$ cat config.mk
export PLATFORM = sky130hd
export DESIGN_NAME = instr_loader
export DESIGN_NICKNAME = d
export VERILOG_FILES = /design/src/rtl/instr_loader.sv
export SDC_FILE = /design/constraint.sdc
export NUM_CORES = 1
export LEC_CHECK = 0
export BUFFER_PORTS_ARGS = -buffer_cell sky130_fd_sc_hd__buf_2
export CORE_MARGIN = 2
export CORE_UTILIZATION = 46
export DETAILED_ROUTE_END_ITERATION = 7
export PLACE_DENSITY_LB_ADDON = 0.1
export SLEW_MARGIN = 20
export SYNTH_ARGS = -nofsm -noshare
export SYNTH_HDL_FRONTEND = slang
export SYNTH_SLANG_ARGS = --single-unit
$ cat constraint.sdc
create_clock -name clk -period 3.6 [get_ports clk]
set_clock_uncertainty 0.2 [all_clocks]
set_input_delay 0.18 -clock clk [delete_from_list [all_inputs] [get_ports clk]]
set_output_delay 0.18 -clock clk [all_outputs]
set_load 0.1 [all_outputs]
$ cat src/rtl/instr_loader.sv
// Instruction loader: parses a byte stream (count header, big-endian data words,
// XOR checksum) and writes each assembled word into instruction memory.
module instr_loader #(
    parameter logic [15:0] BASE_ADDR = 16'h0000
) (
    input  logic        clk,
    input  logic        rst,
    input  logic        start,
    input  logic [7:0]  byte_in,
    input  logic        byte_valid,
    output logic        byte_ready,
    output logic        mem_we,
    output logic [15:0] mem_addr,
    output logic [31:0] mem_wdata,
    output logic        busy,
    output logic        done,
    output logic        error
);

    typedef enum logic [2:0] {
        IDLE = 3'd0,
        HDR0 = 3'd1,
        HDR1 = 3'd2,
        DATA = 3'd3,
        CSUM = 3'd4,
        FIN  = 3'd5
    } state_t;

    state_t      state_reg, state_next;

    // Word count N from the header, MSB byte first.
    logic [15:0] count_reg, count_next;
    // Index of the word currently being assembled.
    logic [15:0] word_idx_reg, word_idx_next;
    // Position of the next data byte within its word (0 = MSB).
    logic [1:0]  byte_cnt_reg, byte_cnt_next;
    // Partially assembled word; lanes fill from bits [31:24] downwards.
    logic [31:0] word_reg, word_next;
    // Running XOR of all data bytes.
    logic [7:0]  csum_reg, csum_next;

    logic        mem_we_reg, mem_we_next;
    logic [15:0] mem_addr_reg, mem_addr_next;
    logic [31:0] mem_wdata_reg, mem_wdata_next;
    logic        done_reg, done_next;
    logic        error_reg, error_next;

    logic        xfer;
    logic        start_accept;
    logic        last_byte_of_word;
    logic        last_word;
    logic [15:0] hdr_count;
    logic [31:0] lane_word;

    // A byte moves only when both sides agree in the same cycle.
    assign xfer              = byte_valid && byte_ready;
    // Start is honoured only when no load is running.
    assign start_accept      = (state_reg == IDLE) && start;
    assign last_byte_of_word = (byte_cnt_reg == 2'd3);
    // word_idx never exceeds N-1 while in DATA, so the +1 cannot overflow.
    assign last_word         = ((word_idx_reg + 16'd1) == count_reg);
    // Full word count as it will be once the second header byte lands.
    assign hdr_count         = {count_reg[15:8], byte_in};

    // Big-endian lane steering: lane gi (bits gi*8+7:gi*8) takes byte number 3-gi.
    genvar gi;
    generate
        for (gi = 0; gi < 4; gi++) begin : g_lane
            localparam logic [1:0] LANE_SLOT = 2'(3 - gi);
            assign lane_word[gi*8 +: 8] = (byte_cnt_reg == LANE_SLOT) ? byte_in
                                                                      : word_reg[gi*8 +: 8];
        end
    endgenerate

    // FSM state register.
    always_ff @(posedge clk or posedge rst) begin
        if (rst) begin
            state_reg <= IDLE;
        end else begin
            state_reg <= state_next;
        end
    end

    // FSM next-state logic plus the state-decoded handshake and busy outputs.
    always_comb begin
        state_next = state_reg;
        byte_ready = 1'b0;
        busy       = 1'b1;
        case (state_reg)
            IDLE: begin
                busy = 1'b0;
                if (start) begin
                    state_next = HDR0;
                end
            end
            HDR0: begin
                byte_ready = 1'b1;
                if (xfer) begin
                    state_next = HDR1;
                end
            end
            HDR1: begin
                byte_ready = 1'b1;
                if (xfer) begin
                    // An empty program goes straight to its checksum byte.
                    state_next = (hdr_count == 16'd0) ? CSUM : DATA;
                end
            end
            DATA: begin
                byte_ready = 1'b1;
                if (xfer && last_byte_of_word && last_word) begin
                    state_next = CSUM;
                end
            end
            CSUM: begin
                byte_ready = 1'b1;
                if (xfer) begin
                    state_next = FIN;
                end
            end
            FIN: begin
                state_next = IDLE;
            end
            default: begin
                busy       = 1'b0;
                state_next = IDLE;
            end
        endcase
    end

    // Datapath next-state: header capture, word assembly, checksum, write strobe, status.
    always_comb begin
        count_next     = count_reg;
        word_idx_next  = word_idx_reg;
        byte_cnt_next  = byte_cnt_reg;
        word_next      = word_reg;
        csum_next      = csum_reg;
        mem_we_next    = 1'b0;
        mem_addr_next  = mem_addr_reg;
        mem_wdata_next = mem_wdata_reg;
        done_next      = done_reg;
        error_next     = error_reg;

        if (start_accept) begin
            done_next     = 1'b0;
            error_next    = 1'b0;
            word_idx_next = 16'd0;
            csum_next     = 8'h00;
            byte_cnt_next = 2'd0;
        end

        case (state_reg)
            HDR0: begin
                if (xfer) begin
                    count_next[15:8] = byte_in;
                end
            end
            HDR1: begin
                if (xfer) begin
                    count_next[7:0] = byte_in;
                end
            end
            DATA: begin
                if (xfer) begin
                    word_next     = lane_word;
                    csum_next     = csum_reg ^ byte_in;
                    byte_cnt_next = byte_cnt_reg + 2'd1;
                    if (last_byte_of_word) begin
                        // Address wraps naturally through 16-bit arithmetic.
                        mem_we_next    = 1'b1;
                        mem_wdata_next = lane_word;
                        mem_addr_next  = BASE_ADDR + word_idx_reg;
                        word_idx_next  = word_idx_reg + 16'd1;
                    end
                end
            end
            CSUM: begin
                if (xfer) begin
                    // Status becomes visible in FIN and stays until the next load.
                    done_next  = 1'b1;
                    error_next = (byte_in != csum_reg);
                end
            end
            default: begin
            end
        endcase
    end

    // Datapath registers; reset drops any partial word and the write strobe at once.
    always_ff @(posedge clk or posedge rst) begin
        if (rst) begin
            count_reg     <= 16'd0;
            word_idx_reg  <= 16'd0;
            byte_cnt_reg  <= 2'd0;
            word_reg      <= 32'd0;
            csum_reg      <= 8'h00;
            mem_we_reg    <= 1'b0;
            mem_addr_reg  <= BASE_ADDR;
            mem_wdata_reg <= 32'd0;
            done_reg      <= 1'b0;
            error_reg     <= 1'b0;
        end else begin
            count_reg     <= count_next;
            word_idx_reg  <= word_idx_next;
            byte_cnt_reg  <= byte_cnt_next;
            word_reg      <= word_next;
            csum_reg      <= csum_next;
            mem_we_reg    <= mem_we_next;
            mem_addr_reg  <= mem_addr_next;
            mem_wdata_reg <= mem_wdata_next;
            done_reg      <= done_next;
            error_reg     <= error_next;
        end
    end

    assign mem_we    = mem_we_reg;
    assign mem_addr  = mem_addr_reg;
    assign mem_wdata = mem_wdata_reg;
    assign done      = done_reg;
    assign error     = error_reg;

endmodule

==> impl_metrics.toml, run 1 <==
[critical_path]
arrival_ns = 2.38
crit_buf_inv = 2
r2r_slack_ns = 0.89
required_ns = 3.22
crit_slowest_cell = "xor2_1"
path_max_fanout = 10
rr_worst_depth = 7
timing.critical_path.to = "byte_ready"
cp_slowest_stage_delay_ns = 0.69
crit_chain = "nor2_1 -> xor2_1 -> inv_1 -> buf_2"
criticalPathCategory = "reg2out"
cp-end-kind = "output pin"
cp.depth = 4
cp_top_family = "XOR/XNOR gates"
critPathLaunch = "state_reg[0]$_DFFE_PP0P_"
timing.rr.start = "word_idx_reg[0]$_DFF_PP0_"
r2r-end = "state_reg[2]$_DFFE_PP0P_"
worstSetupStartpointType = "register"

[route]
first_pass_iters = 4
wire_per_inst_microns = 15.90
drtIter0Drc = 244
vias_per_cell = 5.329
vias = 4290
antenna_left = 0
wl_microns = 12800
drc = 0

[layout]
final_common_cell = "dfrtp_1"
fillers = 1083
nets = 642
final_cell_mix = "120 x dfrtp_1, 87 x nand2_1, 64 x buf_2"
syn_to_final_growth_pct = 18.95
largest_reg_flops = 32
antenna-diode-count = 0
drive_above_1_share_pct = 23.23

[pwr]
power_mw = 6.549
vdd_drop_max_mv = 0.7700
leakage_nw = 3.240
power_frac_comb_pct = 42.1
seq_power_share_pct = 32.4
p_int_mw = 3.668
switching_share_pct = 43.99
clkPwrFrac_pct = 25.5
power_density_nw_per_um2 = 951.0
p_sw_mw = 2.881

[global_route]
antenna_found_initial = 0
gr-total-overflow = 0
grtUsageTotal_pct = 21.02
grt_pass1_vias = 4255
grt_pass1_wl_microns = 21540
grt_max_degree = 69

[sta]
period_share_pct = 76.56
hold_viol = 0
rsz0062_at_grt = "false"
fin_tns_setup_ns = 0
setup_viol = 0
fmax_mhz = 362.8
tightest_slew_ns = 0.9596
slew_viol_final = 0
slew_headroom_pct = 35.79
min_period_ns = 2.756

[synth]
synth-edff-count = 0
synth_seq_cells = 120
synth_nets = 586
ys_async_sr_fraction_pct = 100.0
ys_seq_area_share_pct = 51.87
syn_inst = 569
netlist_area_sq_um = 5789
yosysWarnings = 0
synthFlopType = "dfrtp_1"
avgSynthCellArea_sq_um = 10.17
synth_cell_types = 46

[clocking]
cts_setup_buffers = 0
cts_max_level = 4
worstSkewPairLatency_ns = 0.41
clockBufferDepth = 2
cts_tree = "yes"
cts_sinks = 120
cts_made_buffers = 17
clkTransAtPathRegs_ns = 0.05
ctsRootBufferMaster = "clkbuf_16"

[die]
std_cell_rows = 40
die_w_microns = 116.2
initial_core_util_pct = 47.60
die_area_sq_um = 13500
core-area_sq_um = 12160
ios = 65
die_h_microns = 116.2

[place]
dp_hpwl_microns = 8226
gp_congestion = 0.8826
port_buffers = 64

[min_path]
min_from = "byte_valid"
hold_path_class = "in2reg"

[job]
maxCapViolations = 0

[outcome]
status = "finished, final reports clean"
worst min path at each step:
stage                                          end  cells past startpoint  slack (ns)
after floorplan                     done$_DFF_PP0_                      3        0.20
after global placement     mem_addr[2]$_DFFE_PP0P_                      2        0.22
after detailed placement   mem_addr[5]$_DFFE_PP0P_                      2        0.22
after CTS                 state_reg[1]$_DFFE_PP0P_                      3       0.004
after global routing      state_reg[1]$_DFFE_PP0P_                      3        0.04
final                     state_reg[1]$_DFFE_PP0P_                      3        0.03
worst register-to-register path, cell delays in order (launching register included):
cell     delay (ns)
dfrtp_1        0.47
ha_1           0.32
and3_1         0.31
and4_4         0.29
a41oi_1        0.12
a211o_1        0.33
or4_1          0.50
o22ai_2        0.10
through the flow:
stage	hold WS, ns	worst slack [ns]	instance area, sq um	instances	utilization (%)
after CTS	0.003949	0.8186	6887	805	56.63
after global routing	0.04247	0.6728	6887	805	56.63
after floorplan	0.2014	0.03418	5789	569	-
after global placement	0.2151	1.015	6193	763	50.93
after detailed placement	0.2225	0.9162	6193	763	50.93
final	0.02751	0.8437	6887	805	56.63
final cells by class:
class / count / area, sq um / share of cell area (%)
repair buffers: 82 / 495.5 / 7.195
well taps: 168 / 210.2 / 3.052
inverters: 9 / 36.28 / 0.5269
flip-flops and latches: 120 / 3003 / 43.60
clock buffers: 23 / 488.0 / 7.086
multi-input cells: 395 / 2559 / 37.15
clock inverters: 8 / 95.09 / 1.381
cells in the mapped netlist, drive strengths merged (8+ instances only):
cell | count | area, sq um
a21oi | 33 | 165.2
buf | 17 | 88.84
clkbuf | 28 | 105.1
dfrtp | 120 | 3003
inv | 9 | 33.78
mux2 | 41 | 461.7
mux2i | 25 | 250.2
nand2 | 88 | 332.8
nand3 | 8 | 40.04
nand4 | 8 | 50.05
nor2 | 50 | 187.7
o21ai | 36 | 180.2
xnor2 | 22 | 192.7
xor2 | 20 | 193.9
power by group through the flow:
| stage | Sequential (mW) | Clock, mW | Combinational (mW) |
|---|---|---|---|
| final | 2.12 | 1.67 | 2.76 |
| after global routing | 2.19 | 1.78 | 2.94 |
| after CTS | 2.13 | 1.70 | 2.78 |
| after detailed placement | 2.14 | 0 | 2.77 |
| after global placement | 2.12 | 0 | 2.73 |
| after floorplan | 3.20 | 0 | 1.21 |
routing by layer:
layer	vias to the layer above	global-route usage (%)	wire, microns
li1	2063	-	-
met1	2129	27.06	5782
met2	81	34.19	6348
met3	17	5.968	491
met4	0	7.460	180
met5	-	0	0
what timing repair did:
| action | CTS | global route |
|---|---|---|
| hold buffers | 11 | 0 |
| hold endpoints to repair | 77 | 0 |
| resized for setup | 0 | 0 |
logic make-up (layout without fill, tap and decap cells):
group / count (synthesis) / after routing / synth area share (%)
XOR/XNOR: 43 / 43 / 7.067
buffers and inverters: 54 / 122 / 3.933
flip-flops: 120 / 120 / 51.87
multiplexers: 66 / 66 / 12.30
AND/OR/NAND/NOR: 186 / 186 / 14.22
adder cells (fa/ha/maj): 5 / 5 / 1.081
AO/OA/AOI/OAI: 95 / 95 / 9.532
Power figures use the tool's default switching activity.
==> inputs of run 2 (changes only) <==
ABC_AREA = 1   (was unset)
clock period = 2.7 ns   (was 3.6 ns; I/O delays follow)
==> run 2 against run 1 <==
Effect of this change: sequential cell count stayed put; area after synthesis is 2.1% higher; worst hold slack better by 0.12 ns; final area is 3.7% higher; via count is 16% higher; core utilization is 0.19 points higher; die area is 2.0% higher; largest cell class unchanged.
==> impl_metrics.toml, run 2 <==
[route]
drc = 0
vias = 4973
antenna_left = 0
wire_per_inst_microns = 14.27
first_pass_iters = 4
vias_per_cell = 4.988
drtIter0Drc = 224
wl_microns = 14230

[pwr]
vdd_drop_max_mv = 0.8871
power_density_nw_per_um2 = 1254
leakage_nw = 3.663
power_mw = 8.954

[synth]
yosysWarnings = 0
synth_nets = 763
synthFlopType = "dfrtp_1"
synth_xor_area_share_pct = 2.224
synth_area_leaders = "dfrtp_1 51%, nand2_1 15%, o21ai_0 7.1%"
netlist.area_leader.share_pct = 50.83
avgSynthCellArea_sq_um = 7.920
netlist_area_sq_um = 5908
syn_inst = 746
synth.most_common_cell = "nand2_1"
synth_top_family_by_area = "simple AND/OR/NAND/NOR gates"
synth_seq_cells = 120
synth_cell_types = 34
synthAdderAreaFrac_pct = 1.059
synthSimpleGateAreaFrac_pct = 26.75
synth_common_cells = "231 x nand2_1, 120 x dfrtp_1, 87 x inv_1, 84 x o21ai_0, 51 x nor2_1"
muxShareOfSynthArea_pct = 0
ys_async_sr_fraction_pct = 100.0
synth-edff-count = 0
ys_seq_area_share_pct = 50.83
yosys.area.top_type = "dfrtp_1"
synth-compound-area-share_pct = 10.93

[sta]
tightest_slew_ns = 0.6319
whs_ns = 0.1501
hold_viol = 0
fin_tns_setup_ns = 0
min_period_ns = 2.354
setup_viol = 0
fmax_mhz = 424.8
slew_headroom_pct = 57.77
period_share_pct = 87.20
slew_viol_final = 0
rsz0062_at_grt = "false"

[die]
std_cell_rows = 41
die_w_microns = 117.3
die_h_microns = 117.3
initial_core_util_pct = 47.01
ios = 65
die_area_sq_um = 13770
core-area_sq_um = 12570

[critical_path]
rr_worst_depth = 8
arrival_ns = 2.47
timing.rr.start = "state_reg[2]$_DFFE_PP0P_"
worstSetupStartpointType = "register"
r2r-end = "word_idx_reg[6]$_DFF_PP0_"
path_max_fanout = 22
crit_chain = "inv_2 -> nand2_4 -> nor2_4 -> nand2_1 -> nor2_2 -> inv_2 -> nand2_1 -> o21ai_0"
critPathLaunch = "state_reg[2]$_DFFE_PP0P_"
criticalPathCategory = "reg2reg"
cp_slowest_stage_delay_ns = 0.50
required_ns = 2.81
crit_slowest_cell = "nand2_1"
cp-end-kind = "register"
r2r_slack_ns = 0.35

[clocking]
ctsRootBufferMaster = "clkbuf_16"
cts_sinks = 120
cts_tree = "yes"
cts_setup_buffers = 0
worstSkewPairLatency_ns = 0.42
cts_made_buffers = 17
cts_max_level = 4
clockBufferDepth = 2
clkTransAtPathRegs_ns = 0.05

[layout]
final_common_cell = "nand2_1"
final_cell_mix = "231 x nand2_1, 120 x dfrtp_1, 86 x inv_1"
antenna-diode-count = 0
final_area_sq_um = 7141
syn_to_final_growth_pct = 20.86
fillers = 1167
nets = 829
drive_above_1_share_pct = 16.00
postLayoutCoreUtil_pct = 56.81
largest_reg_flops = 32

[global_route]
grt_pass1_vias = 4854
grt_max_degree = 67
grtUsageTotal_pct = 21.94
grt_pass1_wl_microns = 24220
antenna_found_initial = 0
gr-total-overflow = 0

[place]
port_buffers = 64
dp_hpwl_microns = 9663
gp_congestion = 0.8514
place_area_sq_um = 6376

[job]
maxCapViolations = 0

[outcome]
status = "finished, final reports clean"

[min_path]
hold_path_class = "in2async"
-- run 2: cell count changes in the layout (fill, tap and decap cells not counted), moves of 6 or more --
cell	change
mux2_2	-41
mux2i_1	-25
a21oi_1	-25
inv_1	+79
xor2_1	-11
o21ai_1	+6
o22ai_1	+9
xnor2_1	-18
nand2_2	+7
nand3_1	+33
o21ai_0	+47
nand2_1	+144
-- run 2: layer usage --
| layer | wire [microns] | share of wire, % | global-route usage (%) |
|---|---|---|---|
| met1 | 6444 | 45 | 28.46 |
| met2 | 6864 | 48 | 36.04 |
| met3 | 620 | 4.4 | 4.280 |
| met4 | 303 | 2.1 | 9.262 |
| met5 | 0 | 0 | 0 |
-- run 2: cells by family (layout without fill, tap and decap cells) --
kind of cell,count (synthesis),in the layout
buffers and inverters,124,203
AO/OA/AOI/OAI,121,121
flip-flops,120,120
XOR/XNOR,13,13
adder cells (fa/ha/maj),5,5
AND/OR/NAND/NOR,363,363
-- run 2: cell type report --
| cell class | instances | area, sq um | area share, % |
|---|---|---|---|
| clock inverters | 12 | 197.7 | 2.769 |
| inverters | 89 | 337.8 | 4.731 |
| clock buffers | 20 | 456.7 | 6.396 |
| multi-input cells | 502 | 2422 | 33.92 |
| flip-flops and latches | 120 | 3003 | 42.05 |
| well taps | 172 | 215.2 | 3.014 |
| repair buffers | 82 | 508.0 | 7.114 |
-- run 2: power breakdown --
part / internal (mW) / leakage, nW / switching (mW) / total [mW]
registers: 2.38 / 1.59 / 0.357 / 2.74
logic: 0.780 / 1.75 / 2.94 / 3.72
clock network: 1.68 / 0.316 / 0.815 / 2.50
total: 4.84 / 3.66 / 4.11 / 8.95
-- run 2: worst max path at each step --
stage | to | slack [ns] | cells after the start
floorplan | busy | 0.52 | 2
global placement | word_idx_reg[15]$_DFF_PP0_ | 0.45 | 8
detailed placement | word_idx_reg[15]$_DFF_PP0_ | 0.29 | 8
CTS | word_idx_reg[13]$_DFF_PP0_ | 0.27 | 8
global route | word_idx_reg[13]$_DFF_PP0_ | 0.07 | 8
finish | word_idx_reg[6]$_DFF_PP0_ | 0.35 | 8
-- run 2: critical path, delay by kind of cell (launching register included) --
family | cells | cell delay [ns]
compound gates | 1 | 0.35
flops | 1 | 0.48
buf+inv | 2 | 0.41
simple gates | 5 | 0.82
-- run 2: repair_timing --
item,4_1_cts,5_1_grt
gates resized for setup,0,0
endpoints found under the hold margin,55,0
hold buffers,11,0
-- run 2: stage by stage --
stage | setup slack (ns) | instances
CTS | 0.2746 | 997
floorplan | 0.5240 | 746
detailed placement | 0.2868 | 954
global placement | 0.4460 | 954
finish | 0.3457 | 997
global route | 0.07327 | 997
